==> src/rtl/bip_pkg.sv <==
// bip_pkg: shared encodings for the BIP accumulator datapath
// Exports ALU op codes, accumulator source selects, flag bit indices,
// multiplier FSM states and a flag-vector builder.
package bip_pkg;
    typedef enum logic [2:0] {
        OP_ADD = 3'd0,
        OP_SUB = 3'd1,
        OP_AND = 3'd2,
        OP_OR  = 3'd3,
        OP_XOR = 3'd4,
        OP_SLL = 3'd5,
        OP_SRA = 3'd6,
        OP_MUL = 3'd7
    } alu_op_e;

    typedef enum logic [1:0] {
        SA_IN   = 2'b00,
        SA_EXT  = 2'b01,
        SA_ALU  = 2'b10,
        SA_ZERO = 2'b11
    } sel_a_e;

    localparam int F_Z = 3;
    localparam int F_N = 2;
    localparam int F_C = 1;
    localparam int F_V = 0;

    // bit 0 = busy, bit 1 = done, so both outputs come straight off flops
    typedef enum logic [1:0] {
        S_IDLE = 2'b00,
        S_RUN  = 2'b01,
        S_DONE = 2'b11
    } mul_state_e;

    function automatic logic [3:0] mk_flags(logic z, logic n, logic c, logic v);
        logic [3:0] f;
        f      = '0;
        f[F_Z] = z;
        f[F_N] = n;
        f[F_C] = c;
        f[F_V] = v;
        return f;
    endfunction
endpackage

==> src/rtl/bip_datapath_p_if.sv <==
// bip_datapath_p_if: control-unit/memory bus of the accumulator datapath
// master (control unit) drives operand, selects, opcodes, start and in_data;
// slave (datapath) returns addr, out_data, flags, busy and done.
interface bip_datapath_p_if #(
    parameter int DATA_W = 16,
    parameter int OP_W   = 11
);
    logic [OP_W-1:0]   operand;
    logic [1:0]        sel_a;
    logic              sel_b;
    logic              wr_acc;
    logic [2:0]        alu_op;
    logic              start;
    logic [DATA_W-1:0] in_data;
    logic [OP_W-1:0]   addr;
    logic [DATA_W-1:0] out_data;
    logic [3:0]        flags;
    logic              busy;
    logic              done;

    modport master (
        output operand, sel_a, sel_b, wr_acc, alu_op, start, in_data,
        input  addr, out_data, flags, busy, done
    );

    modport slave (
        input  operand, sel_a, sel_b, wr_acc, alu_op, start, in_data,
        output addr, out_data, flags, busy, done
    );
endinterface

==> src/rtl/bip_datapath_p_iter_mul.sv <==
// iter_mul: unsigned shift-add multiplier, one partial product per cycle
// Ports: clk, reset (async active-low), start, a, b in; busy, done (state bits),
// fin (last RUN cycle), product (value the running sum takes at the next edge;
// on the fin cycle this is the full 2*DATA_W-bit product) out.
module iter_mul
    import bip_pkg::*;
#(
    parameter int DATA_W = 16
) (
    input  logic                clk,
    input  logic                reset,
    input  logic                start,
    input  logic [DATA_W-1:0]   a,
    input  logic [DATA_W-1:0]   b,
    output logic                busy,
    output logic                done,
    output logic                fin,
    output logic [2*DATA_W-1:0] product
);
    localparam int CW = $clog2(DATA_W);

    mul_state_e          state;
    logic [2*DATA_W-1:0] mcand;
    logic [2*DATA_W-1:0] psum;
    logic [DATA_W-1:0]   mplier;
    logic [CW-1:0]       cnt;

    // exposing the next sum lets the top capture the result on the edge entering DONE
    assign product = psum + (mplier[0] ? mcand : '0);
    assign fin     = state == S_RUN && cnt == CW'(DATA_W - 1);
    assign busy    = state[0];
    assign done    = state[1];

    always_ff @(posedge clk or negedge reset) begin
        if (!reset) begin
            state  <= S_IDLE;
            mcand  <= '0;
            psum   <= '0;
            mplier <= '0;
            cnt    <= '0;
        end else begin
            case (state)
                S_IDLE: if (start) begin
                    state  <= S_RUN;
                    mcand  <= {{DATA_W{1'b0}}, a};
                    mplier <= b;
                    psum   <= '0;
                    cnt    <= '0;
                end
                S_RUN: begin
                    psum   <= product;
                    mcand  <= mcand << 1;
                    mplier <= mplier >> 1;
                    cnt    <= cnt + 1'b1;
                    if (fin) state <= S_DONE;
                end
                default: state <= S_IDLE;
            endcase
        end
    end
endmodule

==> src/rtl/bip_datapath_p.sv <==
// bip_datapath_p: parametrised BIP accumulator datapath with flags and iterative multiply
// Ports: clk, reset (async active-low), bus (bip_datapath_p_if.slave):
// operand/selects/opcode/start/in_data in; addr, out_data (acc), flags {Z,N,C,V},
// busy and done out. DATA_W must be >= OP_W.
module bip_datapath_p
    import bip_pkg::*;
#(
    parameter int DATA_W = 16,
    parameter int OP_W   = 11
) (
    input logic               clk,
    input logic               reset,
    bip_datapath_p_if.slave   bus
);
    logic [DATA_W-1:0]   acc;
    logic [DATA_W-1:0]   ext;
    logic [DATA_W-1:0]   b;
    logic [DATA_W-1:0]   res;
    logic [DATA_W-1:0]   acc_nxt;
    logic [DATA_W:0]     sum;
    logic [DATA_W:0]     diff;
    logic [3:0]          flags;
    logic                c;
    logic                v;
    logic                mul_go;
    logic                mul_busy;
    logic                mul_done;
    logic                mul_fin;
    logic [2*DATA_W-1:0] product;

    assign ext          = DATA_W'($signed(bus.operand));
    assign b            = bus.sel_b ? ext : bus.in_data;
    assign mul_go       = bus.start && bus.alu_op == OP_MUL;
    assign bus.addr     = bus.operand;
    assign bus.out_data = acc;
    assign bus.flags    = flags;
    assign bus.busy     = mul_busy;
    assign bus.done     = mul_done;

    always_comb begin
        sum  = {1'b0, acc} + {1'b0, b};
        diff = {1'b0, acc} - {1'b0, b};
        res  = '0;
        c    = 1'b0;
        v    = 1'b0;
        case (bus.alu_op)
            OP_ADD: begin
                res = sum[DATA_W-1:0];
                c   = sum[DATA_W];
                v   = acc[DATA_W-1] == b[DATA_W-1] && res[DATA_W-1] != acc[DATA_W-1];
            end
            OP_SUB: begin
                res = diff[DATA_W-1:0];
                c   = diff[DATA_W];
                v   = acc[DATA_W-1] != b[DATA_W-1] && res[DATA_W-1] != acc[DATA_W-1];
            end
            OP_AND: res = acc & b;
            OP_OR:  res = acc | b;
            OP_XOR: res = acc ^ b;
            OP_SLL: begin
                res = acc << 1;
                c   = acc[DATA_W-1];
            end
            OP_SRA: begin
                res = {acc[DATA_W-1], acc[DATA_W-1:1]};
                c   = acc[0];
            end
            default: res = '0;
        endcase
    end

    assign acc_nxt = bus.sel_a == SA_IN  ? bus.in_data :
                     bus.sel_a == SA_EXT ? ext :
                     bus.sel_a == SA_ALU ? res : '0;

    iter_mul #(.DATA_W(DATA_W)) u_mul (
        .clk     (clk),
        .reset   (reset),
        .start   (mul_go),
        .a       (acc),
        .b       (b),
        .busy    (mul_busy),
        .done    (mul_done),
        .fin     (mul_fin),
        .product (product)
    );

    // a start in IDLE takes priority over wr_acc; nothing writes acc while busy
    always_ff @(posedge clk or negedge reset) begin
        if (!reset) begin
            acc   <= '0;
            flags <= '0;
        end else if (mul_fin) begin
            acc   <= product[DATA_W-1:0];
            flags <= mk_flags(product[DATA_W-1:0] == '0, product[DATA_W-1],
                              |product[2*DATA_W-1:DATA_W], 1'b0);
        end else if (!mul_busy && !mul_go && bus.wr_acc) begin
            acc <= acc_nxt;
            if (bus.sel_a == SA_ALU) flags <= mk_flags(res == '0, res[DATA_W-1], c, v);
        end
    end
endmodule

==> src/flat_wrapper.sv <==
// flat-port wrapper written by rule: the top's interface ports become plain ports
module bip_datapath_p_flat import bip_pkg::*;
#(
    parameter int DATA_W = 16,
    parameter int OP_W   = 11
)
  (clk, reset, bus_operand, bus_sel_a, bus_sel_b, bus_wr_acc, bus_alu_op, bus_start, bus_in_data, bus_addr, bus_out_data, bus_flags, bus_busy, bus_done);
  bip_datapath_p_if #(.DATA_W(DATA_W), .OP_W(OP_W)) bus_i ();
  input logic clk;
  input logic reset;
  input wire logic [$bits(bus_i.operand)-1:0] bus_operand;
  input wire logic [$bits(bus_i.sel_a)-1:0] bus_sel_a;
  input wire logic [$bits(bus_i.sel_b)-1:0] bus_sel_b;
  input wire logic [$bits(bus_i.wr_acc)-1:0] bus_wr_acc;
  input wire logic [$bits(bus_i.alu_op)-1:0] bus_alu_op;
  input wire logic [$bits(bus_i.start)-1:0] bus_start;
  input wire logic [$bits(bus_i.in_data)-1:0] bus_in_data;
  output wire logic [$bits(bus_i.addr)-1:0] bus_addr;
  output wire logic [$bits(bus_i.out_data)-1:0] bus_out_data;
  output wire logic [$bits(bus_i.flags)-1:0] bus_flags;
  output wire logic [$bits(bus_i.busy)-1:0] bus_busy;
  output wire logic [$bits(bus_i.done)-1:0] bus_done;
  assign bus_i.operand = bus_operand;
  assign bus_i.sel_a = bus_sel_a;
  assign bus_i.sel_b = bus_sel_b;
  assign bus_i.wr_acc = bus_wr_acc;
  assign bus_i.alu_op = bus_alu_op;
  assign bus_i.start = bus_start;
  assign bus_i.in_data = bus_in_data;
  assign bus_addr = bus_i.addr;
  assign bus_out_data = bus_i.out_data;
  assign bus_flags = bus_i.flags;
  assign bus_busy = bus_i.busy;
  assign bus_done = bus_i.done;
  bip_datapath_p #(.DATA_W(DATA_W), .OP_W(OP_W)) u_core (.clk(clk), .reset(reset), .bus(bus_i));
endmodule
==> config.mk <==
export PLATFORM = sky130hd
export DESIGN_NAME = bip_datapath_p_flat
export DESIGN_NICKNAME = d
export VERILOG_FILES = /design/src/rtl/bip_pkg.sv /design/src/rtl/bip_datapath_p_if.sv /design/src/rtl/bip_datapath_p_iter_mul.sv /design/src/rtl/bip_datapath_p.sv /design/src/flat_wrapper.sv
export SDC_FILE = /design/constraint.sdc
export NUM_CORES = 1
export LEC_CHECK = 0
export CELL_PAD_IN_SITES_DETAIL_PLACEMENT = 1
export CELL_PAD_IN_SITES_GLOBAL_PLACEMENT = 1
export CORE_MARGIN = 5
export CORE_UTILIZATION = 46
export CTS_CLUSTER_SIZE = 14
export DETAILED_ROUTE_END_ITERATION = 7
export PLACE_DENSITY = 0.89
export SLEW_MARGIN = 30
export SYNTH_ARGS = -nofsm -noshare
export SYNTH_HDL_FRONTEND = slang
export SYNTH_SLANG_ARGS = --single-unit
==> constraint.sdc <==
create_clock -name clk -period 4.3 [get_ports clk]
set_clock_uncertainty 0.2 [all_clocks]
set_input_delay 1.075 -clock clk [delete_from_list [all_inputs] [get_ports clk]]
set_output_delay 1.075 -clock clk [all_outputs]
set_load 0.02 [all_outputs]
==> results.toml <==
[route]
dr.pass1.iters = 7
post-route-drc-count = 0
vias_per_cell = 7.18
dr_total_vias = 12000
drt_wl_total_um = 52300
wl_per_cell_um = 31.2
ant_nets = 0
first_iter_violations = 1465

[setup_path]
start_kind = "input port"
required_ns = 4.38
critPathKind = "input port to flop"
arrival_ns = 5.86
cp-end-kind = "flop"
crit_fanout = 4

[global_route]
grt-busiest-layer = "met2"
antenna_found_initial = 3
grt_max_degree = 101
grt_pass1_vias = 11900
met2_usage = 0.591
gr-usage-met1 = 0.408
grt_first_pass_wirelength_um = 66000
grt.overflow.total = 0
grt_util_all_layers = 0.343
grtUsageMet3 = 0.0515

[timing]
worst_pin_slew_ns = 1.04
rsz0062_at_grt = "yes"
slew_viol_final = 0
setup_viol = 12
fin_crit_sh = 1.34
hold_violations = 0
layout_setup_ws_ns = -1.48
fmax_mhz = 173
maxSlewHeadroom = 0.302
period_needed_ns = 5.78
hold-worst-slack_ns = 0.300

[flow_run]
maxCapViolCount = 0

[die]
ios = 70
fp.coreArea_mm2 = 0.0209
rows = 53
start_util = 0.464
dieHeight_um = 155
dieArea_mm2 = 0.0241
fp.dieW_um = 155

[final_layout]
n_antenna_cell = 0
layout-drive-gt1-share = 0.207
final_nets = 1527
fin_util = 0.602
nFillCells = 2461
area_growth_pct = 29.9

[power_and_ir_drop]
p_seq_frac = 0.212
cellPowerDensity_mw_per_mm2 = 751
p_comb_frac = 0.697
p_int_uw = 4500
switching_power_uw = 4950
clkPwrFrac = 0.091
leakagePower_uw = 0.00576
p_sw_frac = 0.524
irDropWorstVdd_mv = 0.468

[clock_tree]
clock_latency_ns = 0.37
cts_max_level = 3
cts_sinks = 106
clk_pin_slew_worst_paths_ns = 0.09
numCtsBuffers = 9
tritoncts = "done"
cts_root_buf = "clkbuf_16"
cts_buffer_depth = 2

[yosys]
synth_xor_area_frac = 0.0371
postSynthCellCount = 1204
async_reset_ff_frac = 1.00
syn-num-nets = 1333
synth_edf_count = 0
synth_top_family_by_area = "compound AO/OA/AOI/OAI gates"
synth_cell_types = 72
ys_seq_elements = 106
synthSimpleGateAreaFrac = 0.176
yosysSeqAreaShare = 0.274
synth_fa_ha_area_frac = 0.121
netlist_area_mm2 = 0.00968
synth.avg_cell_area_um2 = 8.04
yosys-mux-area-fraction = 0.0457
synth_compound_area_frac = 0.283
yosys_warnings = 0
ys.flop_type = "dfrtp_1"

[status]
violations = "setup timing"
status = "finished with violations"

[placed_design]
hpwl_um = 30800
io_buffer_count = 69
place_congestion = 0.969
dp_slack_ns = -1.26

[min_path]
min_path_type = "flop to flop"
-- placed cells by master (no fill, tap or decap), types with 6 or more instances in the layout --
master             n
nor2_1            96
ha_4               9
buf_12             6
nand2b_1          15
nand2_1          114
o311ai_0           6
buf_4            188
nand4_1           11
a22o_1            39
mux2_2            10
o22ai_1            9
clkbuf_16          9
a211oi_1           8
and2_1            35
o21ai_0          121
a221o_1           10
o221ai_1           9
a211o_1            7
dfrtp_1          106
o211ai_1           9
a21o_1            21
xor2_1             9
a31oi_1           10
o21ai_1            8
o21a_1             9
inv_1             57
nand3_1            9
clkdlybuf4s50_1   59
mux2i_1           28
a21oi_1           89
ha_1              78
nor3_1            28
xnor2_1           32
nor2b_1           11
-- area by class of cell --
| cell class | count | area (µm²) | share of cell area |
|---|---|---|---|
| Clock buffer | 10 | 229 | 0.0182 |
| Clock inverter | 6 | 56.3 | 0.00447 |
| Inverter | 61 | 231 | 0.0184 |
| Multi-Input combinational cell | 955 | 6840 | 0.544 |
| Sequential cell | 106 | 2650 | 0.211 |
| Tap cell | 275 | 344 | 0.0273 |
| Timing Repair Buffer | 265 | 2230 | 0.177 |
-- kinds of logic after synthesis --
group	Yosys count
fa+ha+maj	92
simple gates	359
flops	106
mux	43
compound gates	420
xor+xnor	41
buf+inv	143
-- cells in the mapped netlist, drive strengths merged, types with 10 or more instances --
library cell | n | area [µm²]
a221o | 10 | 100
a21oi | 92 | 464
nor2b | 16 | 110
buf | 25 | 165
nand2b | 15 | 93.8
clkbuf | 57 | 215
nand2 | 114 | 428
nand3 | 10 | 50.1
o21ai | 131 | 656
xnor2 | 32 | 280
ha | 89 | 1110
mux2 | 10 | 113
o22ai | 10 | 62.6
o221ai | 10 | 87.6
mux2i | 33 | 330
a211oi | 12 | 90.1
nor3 | 31 | 155
a22o | 39 | 342
nor2 | 96 | 360
inv | 60 | 225
nand4 | 11 | 68.8
a21o | 21 | 158
and2 | 36 | 225
dfrtp | 106 | 2650
a31oi | 11 | 68.8
-- critical path: stages --
cell and delay (ns):
clkdlybuf4s50_1 0.53, mux2i_1 0.12, buf_4 0.17, ha_1 0.33, o311a_2 0.15, buf_4 0.16, o21ai_0 0.67, a31oi_1 0.25
nor3_1 0.84, o311ai_0 0.36, or4b_4 0.56, or4_4 0.44, o31ai_4 0.18
-- path summary, 6_finish.rpt --
kind                                                       to  cells after the start                                from  slack, ns
setup / recovery              u_core.bus.flags[3]$_DFFE_PN0P_                     13                      bus_operand[3]      -1.48
hold / removal             u_core.u_mul.mplier[1]$_DFFE_PN0P_                      2  u_core.u_mul.mplier[1]$_DFFE_PN0P_       0.30
setup reg to reg              u_core.bus.flags[3]$_DFFE_PN0P_                     12  u_core.bus.out_data[0]$_DFFE_PN0P_      -0.80
hold reg to reg            u_core.u_mul.mplier[1]$_DFFE_PN0P_                      2  u_core.u_mul.mplier[1]$_DFFE_PN0P_       0.30
max in group asynchronous  u_core.u_mul.mplier[8]$_DFFE_PN0P_                      2                               reset       2.65
min in group asynchronous  u_core.u_mul.mcand[18]$_DFFE_PN0P_                      1                               reset       0.55
-- flip-flops by register name, indices dropped and copies added (netlist names) --
register and flops:
u_core.u_mul.mplier 16, u_core.u_mul.psum 32, u_core.u_mul.cnt 4, u_core.bus.out_data 16, u_core.u_mul.state 2, u_core.u_mul.mcand 32
u_core.bus.flags 4
-- metrics by stage --
stage                     cells  power [µW]  instance area, µm²  setup TNS [ns]
after floorplan            1204        5080                9780          -0.333
after global placement     1640        6980               11800           -8.18
after detailed placement   1640        7400               11800          -10.48
after CTS                  1667        8440               12300           -1.05
after global routing       1678        9730               12600           -6.20
final                      1678        9450               12600           -5.68
-- repair_timing --
item	CTS	global route
hold endpoints to repair	0	0
setup endpoints to repair	11	12
hold buffers	0	0
pin swaps	17	23
resized for setup	42	47
gates cloned	0	0
setup buffers	11	12
-- layer usage --
layer / vias up / part of all wire / wire length [µm]
met5: - / 0.00077 / 40
met4: 6 / 0.099 / 5150
met3: 438 / 0.11 / 5640
met2: 1033 / 0.45 / 23300
met1: 5831 / 0.35 / 18200
li1: 4739 / - / -
-- power by group through the flow --
stage	clock [µW]	sequential [µW]	combinational, µW
final	857	2010	6590
after detailed placement	0	1920	5480
after CTS	838	1920	5690
after global routing	886	2010	6830
after floorplan	0	1870	3210
after global placement	0	1880	5100
No activity file was read; power rests on OpenSTA's default activity.
